$ cat src/rtl/i2c_arb_pkg.sv
// Shared types and constants for the two-requester I2C command arbiter.
package i2c_arb_pkg;

  // Arbiter FSM states; also exported on the debug port.
  typedef enum logic [2:0] {
    ST_IDLE       = 3'd0,
    ST_GRANT0     = 3'd1,
    ST_GRANT1     = 3'd2,
    ST_FORCE_STOP = 3'd3,
    ST_DRAIN      = 3'd4
  } arb_state_t;

  // Bit positions inside cmd_flags = {start, read, write, write_multiple, stop}.
  localparam int FLAG_START          = 4;
  localparam int FLAG_READ           = 3;
  localparam int FLAG_WRITE          = 2;
  localparam int FLAG_WRITE_MULTIPLE = 1;
  localparam int FLAG_STOP           = 0;

  // Command the arbiter issues on its own to close an abandoned transaction.
  localparam logic [4:0] FLAGS_STOP_ONLY = 5'b00001;

  // Requester index: 0 = UART command block, 1 = sensor poller.
  typedef logic req_id_t;

endpackage

$ cat src/rtl/i2c_arb_port_mux.sv
// Routes the command, write and read paths between the master and one owner.
// Valid/ready: a transfer happens in a cycle where valid and ready are both 1;
// valid never depends on ready. Disabled paths present valid=0 and ready=0.
module i2c_arb_port_mux
  import i2c_arb_pkg::*;
(
  input  req_id_t    sel,
  input  logic       cmd_en,
  input  logic       wr_en,
  input  logic       rd_en,
  input  logic [6:0] req0_cmd_address,
  input  logic [4:0] req0_cmd_flags,
  input  logic       req0_cmd_valid,
  output logic       req0_cmd_ready,
  input  logic [6:0] req1_cmd_address,
  input  logic [4:0] req1_cmd_flags,
  input  logic       req1_cmd_valid,
  output logic       req1_cmd_ready,
  input  logic [7:0] req0_wr_tdata,
  input  logic       req0_wr_tvalid,
  output logic       req0_wr_tready,
  input  logic       req0_wr_tlast,
  input  logic [7:0] req1_wr_tdata,
  input  logic       req1_wr_tvalid,
  output logic       req1_wr_tready,
  input  logic       req1_wr_tlast,
  output logic [7:0] req0_rd_tdata,
  output logic       req0_rd_tvalid,
  input  logic       req0_rd_tready,
  output logic       req0_rd_tlast,
  output logic [7:0] req1_rd_tdata,
  output logic       req1_rd_tvalid,
  input  logic       req1_rd_tready,
  output logic       req1_rd_tlast,
  output logic [6:0] mst_cmd_address,
  output logic [4:0] mst_cmd_flags,
  output logic       mst_cmd_valid,
  input  logic       mst_cmd_ready,
  output logic [7:0] mst_wr_tdata,
  output logic       mst_wr_tvalid,
  input  logic       mst_wr_tready,
  output logic       mst_wr_tlast,
  input  logic [7:0] mst_rd_tdata,
  input  logic       mst_rd_tvalid,
  output logic       mst_rd_tready,
  input  logic       mst_rd_tlast
);

  // Command path: owner's command forward, master ready back to the owner only.
  always_comb begin
    mst_cmd_address = '0;
    mst_cmd_flags   = '0;
    mst_cmd_valid   = 1'b0;
    req0_cmd_ready  = 1'b0;
    req1_cmd_ready  = 1'b0;
    if (cmd_en) begin
      if (sel) begin
        mst_cmd_address = req1_cmd_address;
        mst_cmd_flags   = req1_cmd_flags;
        mst_cmd_valid   = req1_cmd_valid;
        req1_cmd_ready  = mst_cmd_ready;
      end else begin
        mst_cmd_address = req0_cmd_address;
        mst_cmd_flags   = req0_cmd_flags;
        mst_cmd_valid   = req0_cmd_valid;
        req0_cmd_ready  = mst_cmd_ready;
      end
    end
  end

  // Write stream: owner's bytes forward, master tready back to the owner only.
  always_comb begin
    mst_wr_tdata   = '0;
    mst_wr_tvalid  = 1'b0;
    mst_wr_tlast   = 1'b0;
    req0_wr_tready = 1'b0;
    req1_wr_tready = 1'b0;
    if (wr_en) begin
      if (sel) begin
        mst_wr_tdata   = req1_wr_tdata;
        mst_wr_tvalid  = req1_wr_tvalid;
        mst_wr_tlast   = req1_wr_tlast;
        req1_wr_tready = mst_wr_tready;
      end else begin
        mst_wr_tdata   = req0_wr_tdata;
        mst_wr_tvalid  = req0_wr_tvalid;
        mst_wr_tlast   = req0_wr_tlast;
        req0_wr_tready = mst_wr_tready;
      end
    end
  end

  // Read stream: data/last fan out to both, only the owner sees tvalid.
  always_comb begin
    req0_rd_tdata  = mst_rd_tdata;
    req1_rd_tdata  = mst_rd_tdata;
    req0_rd_tlast  = mst_rd_tlast;
    req1_rd_tlast  = mst_rd_tlast;
    req0_rd_tvalid = 1'b0;
    req1_rd_tvalid = 1'b0;
    mst_rd_tready  = 1'b0;
    if (rd_en) begin
      if (sel) begin
        req1_rd_tvalid = mst_rd_tvalid;
        mst_rd_tready  = req1_rd_tready;
      end else begin
        req0_rd_tvalid = mst_rd_tvalid;
        mst_rd_tready  = req0_rd_tready;
      end
    end
  end

endmodule

$ cat src/rtl/i2c_cmd_arbiter.sv
// Grants the single i2c_master to one of two requesters per I2C transaction,
// round-robin on ties, with an idle timeout that forces a stop.
module i2c_cmd_arbiter
  import i2c_arb_pkg::*;
#(
  parameter int TIMEOUT_CYCLES = 65535
) (
  input  logic       clk,
  input  logic       rstn,
  input  logic [6:0] req0_cmd_address,
  input  logic [4:0] req0_cmd_flags,
  input  logic       req0_cmd_valid,
  output logic       req0_cmd_ready,
  input  logic [7:0] req0_wr_tdata,
  input  logic       req0_wr_tvalid,
  output logic       req0_wr_tready,
  input  logic       req0_wr_tlast,
  output logic [7:0] req0_rd_tdata,
  output logic       req0_rd_tvalid,
  input  logic       req0_rd_tready,
  output logic       req0_rd_tlast,
  output logic       req0_grant,
  output logic       req0_missed_ack,
  output logic       req0_timeout,
  input  logic [6:0] req1_cmd_address,
  input  logic [4:0] req1_cmd_flags,
  input  logic       req1_cmd_valid,
  output logic       req1_cmd_ready,
  input  logic [7:0] req1_wr_tdata,
  input  logic       req1_wr_tvalid,
  output logic       req1_wr_tready,
  input  logic       req1_wr_tlast,
  output logic [7:0] req1_rd_tdata,
  output logic       req1_rd_tvalid,
  input  logic       req1_rd_tready,
  output logic       req1_rd_tlast,
  output logic       req1_grant,
  output logic       req1_missed_ack,
  output logic       req1_timeout,
  output logic [6:0] mst_cmd_address,
  output logic [4:0] mst_cmd_flags,
  output logic       mst_cmd_valid,
  input  logic       mst_cmd_ready,
  output logic [7:0] mst_wr_tdata,
  output logic       mst_wr_tvalid,
  input  logic       mst_wr_tready,
  output logic       mst_wr_tlast,
  input  logic [7:0] mst_rd_tdata,
  input  logic       mst_rd_tvalid,
  output logic       mst_rd_tready,
  input  logic       mst_rd_tlast,
  input  logic       mst_busy,
  input  logic       mst_missed_ack,
  output arb_state_t dbg_state
);

  localparam logic [15:0] TIMEOUT_LIMIT = 16'(TIMEOUT_CYCLES);

  arb_state_t  state_q, state_d;
  req_id_t     owner_q, owner_d;
  req_id_t     last_grant_q, last_grant_d;
  logic [15:0] idle_cnt_q;
  logic [1:0]  drain_cnt_q;

  logic       in_grant, in_force_stop, active;
  logic       cmd_en, rd_en;
  logic [6:0] mux_cmd_address;
  logic [4:0] mux_cmd_flags;
  logic       mux_cmd_valid;
  logic       owner_cmd_hs, owner_wr_hs, stop_hs, expired, timeout_fire;

  // Pass-through is gated by rstn as well so a reset blocks it the same cycle.
  assign in_grant      = (state_q == ST_GRANT0) || (state_q == ST_GRANT1);
  assign in_force_stop = (state_q == ST_FORCE_STOP);
  assign active        = rstn && (state_q != ST_IDLE);
  assign cmd_en        = rstn && in_grant;
  assign rd_en         = active;

  i2c_arb_port_mux u_port_mux (
    .sel              (owner_q),
    .cmd_en           (cmd_en),
    .wr_en            (cmd_en),
    .rd_en            (rd_en),
    .req0_cmd_address (req0_cmd_address),
    .req0_cmd_flags   (req0_cmd_flags),
    .req0_cmd_valid   (req0_cmd_valid),
    .req0_cmd_ready   (req0_cmd_ready),
    .req1_cmd_address (req1_cmd_address),
    .req1_cmd_flags   (req1_cmd_flags),
    .req1_cmd_valid   (req1_cmd_valid),
    .req1_cmd_ready   (req1_cmd_ready),
    .req0_wr_tdata    (req0_wr_tdata),
    .req0_wr_tvalid   (req0_wr_tvalid),
    .req0_wr_tready   (req0_wr_tready),
    .req0_wr_tlast    (req0_wr_tlast),
    .req1_wr_tdata    (req1_wr_tdata),
    .req1_wr_tvalid   (req1_wr_tvalid),
    .req1_wr_tready   (req1_wr_tready),
    .req1_wr_tlast    (req1_wr_tlast),
    .req0_rd_tdata    (req0_rd_tdata),
    .req0_rd_tvalid   (req0_rd_tvalid),
    .req0_rd_tready   (req0_rd_tready),
    .req0_rd_tlast    (req0_rd_tlast),
    .req1_rd_tdata    (req1_rd_tdata),
    .req1_rd_tvalid   (req1_rd_tvalid),
    .req1_rd_tready   (req1_rd_tready),
    .req1_rd_tlast    (req1_rd_tlast),
    .mst_cmd_address  (mux_cmd_address),
    .mst_cmd_flags    (mux_cmd_flags),
    .mst_cmd_valid    (mux_cmd_valid),
    .mst_cmd_ready    (mst_cmd_ready),
    .mst_wr_tdata     (mst_wr_tdata),
    .mst_wr_tvalid    (mst_wr_tvalid),
    .mst_wr_tready    (mst_wr_tready),
    .mst_wr_tlast     (mst_wr_tlast),
    .mst_rd_tdata     (mst_rd_tdata),
    .mst_rd_tvalid    (mst_rd_tvalid),
    .mst_rd_tready    (mst_rd_tready),
    .mst_rd_tlast     (mst_rd_tlast)
  );

  // Master command port: arbiter-generated stop in FORCE_STOP, owner otherwise.
  always_comb begin
    mst_cmd_address = mux_cmd_address;
    mst_cmd_flags   = mux_cmd_flags;
    mst_cmd_valid   = mux_cmd_valid;
    if (rstn && in_force_stop) begin
      mst_cmd_address = '0;
      mst_cmd_flags   = FLAGS_STOP_ONLY;
      mst_cmd_valid   = 1'b1;
    end
  end

  // A stop handshake in the expiry cycle wins: no timeout pulse in that case.
  assign owner_cmd_hs = in_grant && mux_cmd_valid && mst_cmd_ready;
  assign owner_wr_hs  = mst_wr_tvalid && mst_wr_tready;
  assign stop_hs      = owner_cmd_hs && mux_cmd_flags[FLAG_STOP];
  assign expired      = in_grant && (idle_cnt_q >= TIMEOUT_LIMIT);
  assign timeout_fire = rstn && expired && !stop_hs;

  // Status outputs follow the current owner while the bus is held.
  assign req0_grant      = active && !owner_q;
  assign req1_grant      = active && owner_q;
  assign req0_missed_ack = mst_missed_ack && req0_grant;
  assign req1_missed_ack = mst_missed_ack && req1_grant;
  assign req0_timeout    = timeout_fire && !owner_q;
  assign req1_timeout    = timeout_fire && owner_q;
  assign dbg_state       = state_q;

  // Next-state: tie-break against last_grant, release only after a quiet drain.
  always_comb begin
    state_d      = state_q;
    owner_d      = owner_q;
    last_grant_d = last_grant_q;
    unique case (state_q)
      ST_IDLE: begin
        if (req0_cmd_valid || req1_cmd_valid) begin
          if (req0_cmd_valid && req1_cmd_valid) owner_d = !last_grant_q;
          else                                  owner_d = req1_cmd_valid;
          last_grant_d = owner_d;
          state_d      = owner_d ? ST_GRANT1 : ST_GRANT0;
        end
      end
      ST_GRANT0, ST_GRANT1: begin
        if (stop_hs)      state_d = ST_DRAIN;
        else if (expired) state_d = ST_FORCE_STOP;
      end
      ST_FORCE_STOP: begin
        if (mst_cmd_ready) state_d = ST_DRAIN;
      end
      ST_DRAIN: begin
        if ((drain_cnt_q != 2'd0) && !mst_busy && !mst_rd_tvalid) state_d = ST_IDLE;
      end
      default: state_d = ST_IDLE;
    endcase
  end

  // State, owner and round-robin history registers.
  always_ff @(posedge clk) begin
    if (!rstn) begin
      state_q      <= ST_IDLE;
      owner_q      <= 1'b0;
      last_grant_q <= 1'b1;
    end else begin
      state_q      <= state_d;
      owner_q      <= owner_d;
      last_grant_q <= last_grant_d;
    end
  end

  // Owner-idle counter: restarts on any owner activity or while the master works.
  always_ff @(posedge clk) begin
    if (!rstn || !in_grant || owner_cmd_hs || owner_wr_hs || mst_busy) begin
      idle_cnt_q <= '0;
    end else if (idle_cnt_q != 16'hFFFF) begin
      idle_cnt_q <= idle_cnt_q + 16'd1;
    end
  end

  // Cycles spent in DRAIN, saturating; enforces the minimum drain length.
  always_ff @(posedge clk) begin
    if (!rstn || (state_q != ST_DRAIN)) begin
      drain_cnt_q <= '0;
    end else if (drain_cnt_q != 2'd3) begin
      drain_cnt_q <= drain_cnt_q + 2'd1;
    end
  end

endmodule

$ cat config.mk
export PLATFORM = sky130hd
export DESIGN_NAME = i2c_cmd_arbiter
export DESIGN_NICKNAME = d
export VERILOG_FILES = /design/src/rtl/i2c_arb_pkg.sv /design/src/rtl/i2c_arb_port_mux.sv /design/src/rtl/i2c_cmd_arbiter.sv
export SDC_FILE = /design/constraint.sdc
export NUM_CORES = 1
export LEC_CHECK = 0
export CORE_MARGIN = 3
export CORE_UTILIZATION = 41
export DETAILED_ROUTE_END_ITERATION = 10
export PLACE_DENSITY = 0.95
export SYNTH_ARGS = -nofsm -noshare
export SYNTH_HDL_FRONTEND = slang
export SYNTH_SLANG_ARGS = --single-unit
$ cat constraint.sdc
create_clock -name clk -period 4.1 [get_ports clk]
set_input_delay 1.23 -clock clk [delete_from_list [all_inputs] [get_ports clk]]
set_output_delay 1.23 -clock clk [all_outputs]
set_load 0.02 [all_outputs]
==> run metrics <==
Worst setup SP type input pin; Max clock buf depth 2; largest net degree at the start of global routing 17; # H-tree levels 1; post-synthesis register bit count 23; Clock transition at path regs 0.08 ns; via-per-instance ratio 5.153; # DRC 0; via count 2020; Max-Cap Viols 0; Max Transition Viols Final 0; Seq/Total Area, Yosys 23.04%; post-route minimum period 4.037 ns; die area 5747 sq um; DRT antenna net count 0; Post-CTS Setup Repair Bufs 0; Crit Path Class in2out; Worst path max stage delay 0.49 ns; crit-path cells clkdlybuf4s50_1 > nand2b_1 > or2_2 > buf_4 > nor2_1 > dlygate4sd2_1; TritonCTS clock tree done; hold crit path type reg2reg; WL/cell 14.69 microns; Placed Instances 388; RSZ-0062 raised after global routing no; Placeable Area 4534 sq um; Worst setup EP type output port; Cells after Synth 244; average size of a mapped cell 8.189 sq um; Final HPWL DP 4693 microns; Worst EP required 2.87 ns; skew final 0.003933 ns; Final #Nets 395; outcome finished clean; global route overflow 0; post-synthesis cell area 1998 sq um; fraction of layout cells with a size suffix above 1 14.68%; slowest CP cell clkdlybuf4s50_1; Crit path max-delay family buffers and inverters; Setup-failing EPs final 0; post-synthesis mux area share 13.84%; starting density of the core 44.07%; antenna violations before repair 0; critical path peak fanout 8; root buf cell clkbuf_8; maximum vdd drop 0.0002169 V; Synth cell types 58; CTS Buf Count 3; reg2reg setup slack 1.89 ns; ant diodes 0; fin crit share 98.45%; First-pass DRT Iterations 4; Slew @ Worst Pin 0.6376 ns; PwrDens 365.8 nW/um^2; Die H 75.81 microns; final cell count without fillers 392; Buf+Inv Stages, Crit Path 3; EDFF count, synth 0; vias in the first global route 2033; width of the die 75.81 microns; area grow syn2layout 47.28%; Final Hold Viols 0; Synth Area in Adders 1.879%; clk sinks 23; syn_nets 311; Clock Latency Late Sink 0.27 ns; static leakage 1.208 nW; Synth Flop Type dfxtp_1; io pins 121; first-pass GRT wire length 9259 microns; largest family of logic cells by synthesized area simple AND/OR/NAND/NOR gates; all-layer global routing usage 20.66%; Max-slew headroom 57.37%; Setup WS pre-CTS -0.2143 ns; final WL 5759 microns; Arr. time, crit path 2.81 ns; compound-cell area share of the yosys netlist 16.53%; drt initial violations 158; port bufs 93; Syn. warnings 0; Post-synth ARST share 0%; GPL Wtd Cong 0.8876; FILL cells 366; final worst slack 0.06342 ns; fmax 247.7 MHz; FP Rows 24; post-synthesis simple-gate area fraction 31.56%; Post-Synth XOR/XNOR Area 1.753%
[cells in the final DEF (no fill, tap or decap), types with 3 or more instances in the layout]
cell type / n
dlymetal6s2s_1: 3
nand4_1: 4
inv_1: 5
dfxtp_1: 23
and3_1: 6
buf_4: 17
o21ai_0: 8
nor3b_1: 3
clkdlybuf4s15_1: 11
a21oi_1: 12
clkdlybuf4s50_1: 59
mux2i_1: 25
nor2_1: 36
dlygate4sd2_1: 16
clkbuf_2: 4
o31ai_1: 4
or3_1: 3
nand2_1: 19
ha_1: 3
and2_1: 6
nand3_1: 4
nor3_1: 5
xor2_1: 3
clkbuf_8: 3
[synth_stat cells (2+ instances only)]
library cell / instances / share of area [%]
nand4_1: 4 / 1.3
nand2_1: 19 / 3.6
nor3_1: 5 / 1.3
and2_1: 6 / 1.9
buf_2: 5 / 1.3
clkbuf_1: 4 / 0.75
a211oi_1: 2 / 0.75
or4_1: 2 / 0.75
buf_4: 20 / 7.5
nor4_4: 2 / 2.1
mux2i_1: 25 / 13
or2b_2: 2 / 0.88
o21ai_0: 8 / 2.0
nand3_1: 4 / 1.0
ha_1: 3 / 1.9
nor2_1: 36 / 6.8
nor3b_1: 3 / 1.1
nor2b_1: 2 / 0.63
inv_1: 5 / 0.94
dfxtp_1: 23 / 23
or3_1: 3 / 0.94
xor2_1: 3 / 1.3
nand4_4: 2 / 2.1
and3_1: 6 / 1.9
a21oi_1: 12 / 3.0
o21a_1: 2 / 0.75
o31ai_1: 4 / 1.5
a2111oi_2: 2 / 1.5
[sequential cells by signal (all words and copies together), names as in the netlist]
signal        cells
idle_cnt_q       16
last_grant_q      1
drain_cnt_q       2
dbg_state         3
owner_q           1
[cells by family after synthesis]
kind of cell / Yosys count
and+or+nand+nor: 108
DFF: 23
buffers and inverters: 36
muxes: 27
AOI/OAI and AO/OA: 43
xor gates and xnor gates: 4
adders and majority gates: 3
[routing by layer]
layer  vias up  GRT usage, %  wire length, microns
li1       1024             -                     -
met1       922         23.51                  2308
met2        64         38.02                  3037
met5         -             0                     0
met4         0         5.437                    84
met3        10         5.145                   329
[metrics by stage]
step	utilization (%)	setup TNS (ns)	total power, mW	hold WS [ns]	instance area, sq um
after global routing	64.90	0	1.138	0.5331	2943
after floorplan	-	0	0.6971	0.4610	1998
after CTS	64.76	0	1.077	0.5035	2937
final	64.90	0	1.077	0.5014	2943
after detailed placement	64.60	-4.942	0.9805	0.4922	2929
after global placement	64.60	-3.886	0.9647	0.4809	2929
[worst paths after layout]
kind	depth (start not counted)	to	start
max	6	mst_cmd_flags[3]	rstn
min	1	last_grant_q	last_grant_q
max reg2reg	4	idle_cnt_q[14]	owner_q
min reg2reg	1	last_grant_q	last_grant_q
[layout make-up]
type	count	area, sq um	share of cell area, %
clock buffer	3	41.29	1.403
clock inverter	1	5.005	0.1701
inverter	5	18.77	0.6378
multi-input combinational	185	1310	44.52
sequential	23	460.4	15.65
tap	65	81.33	2.764
timing repair buffer	110	1026	34.86
[power by group]
group          internal, mW  switching, mW  leakage [nW]
Sequential            0.241         0.0410         0.186
Clock                0.0679         0.0741        0.0255
Combinational         0.311          0.342         0.996
Total                 0.620          0.457          1.21
[what timing repair did]
| item | 4_1_cts | 5_1_grt |
|---|---|---|
| hold buffers | 0 | 0 |
| gates resized for setup | 31 | 22 |
| setup endpoints to repair | 31 | 18 |
No activity file was read; power rests on OpenSTA's default activity.
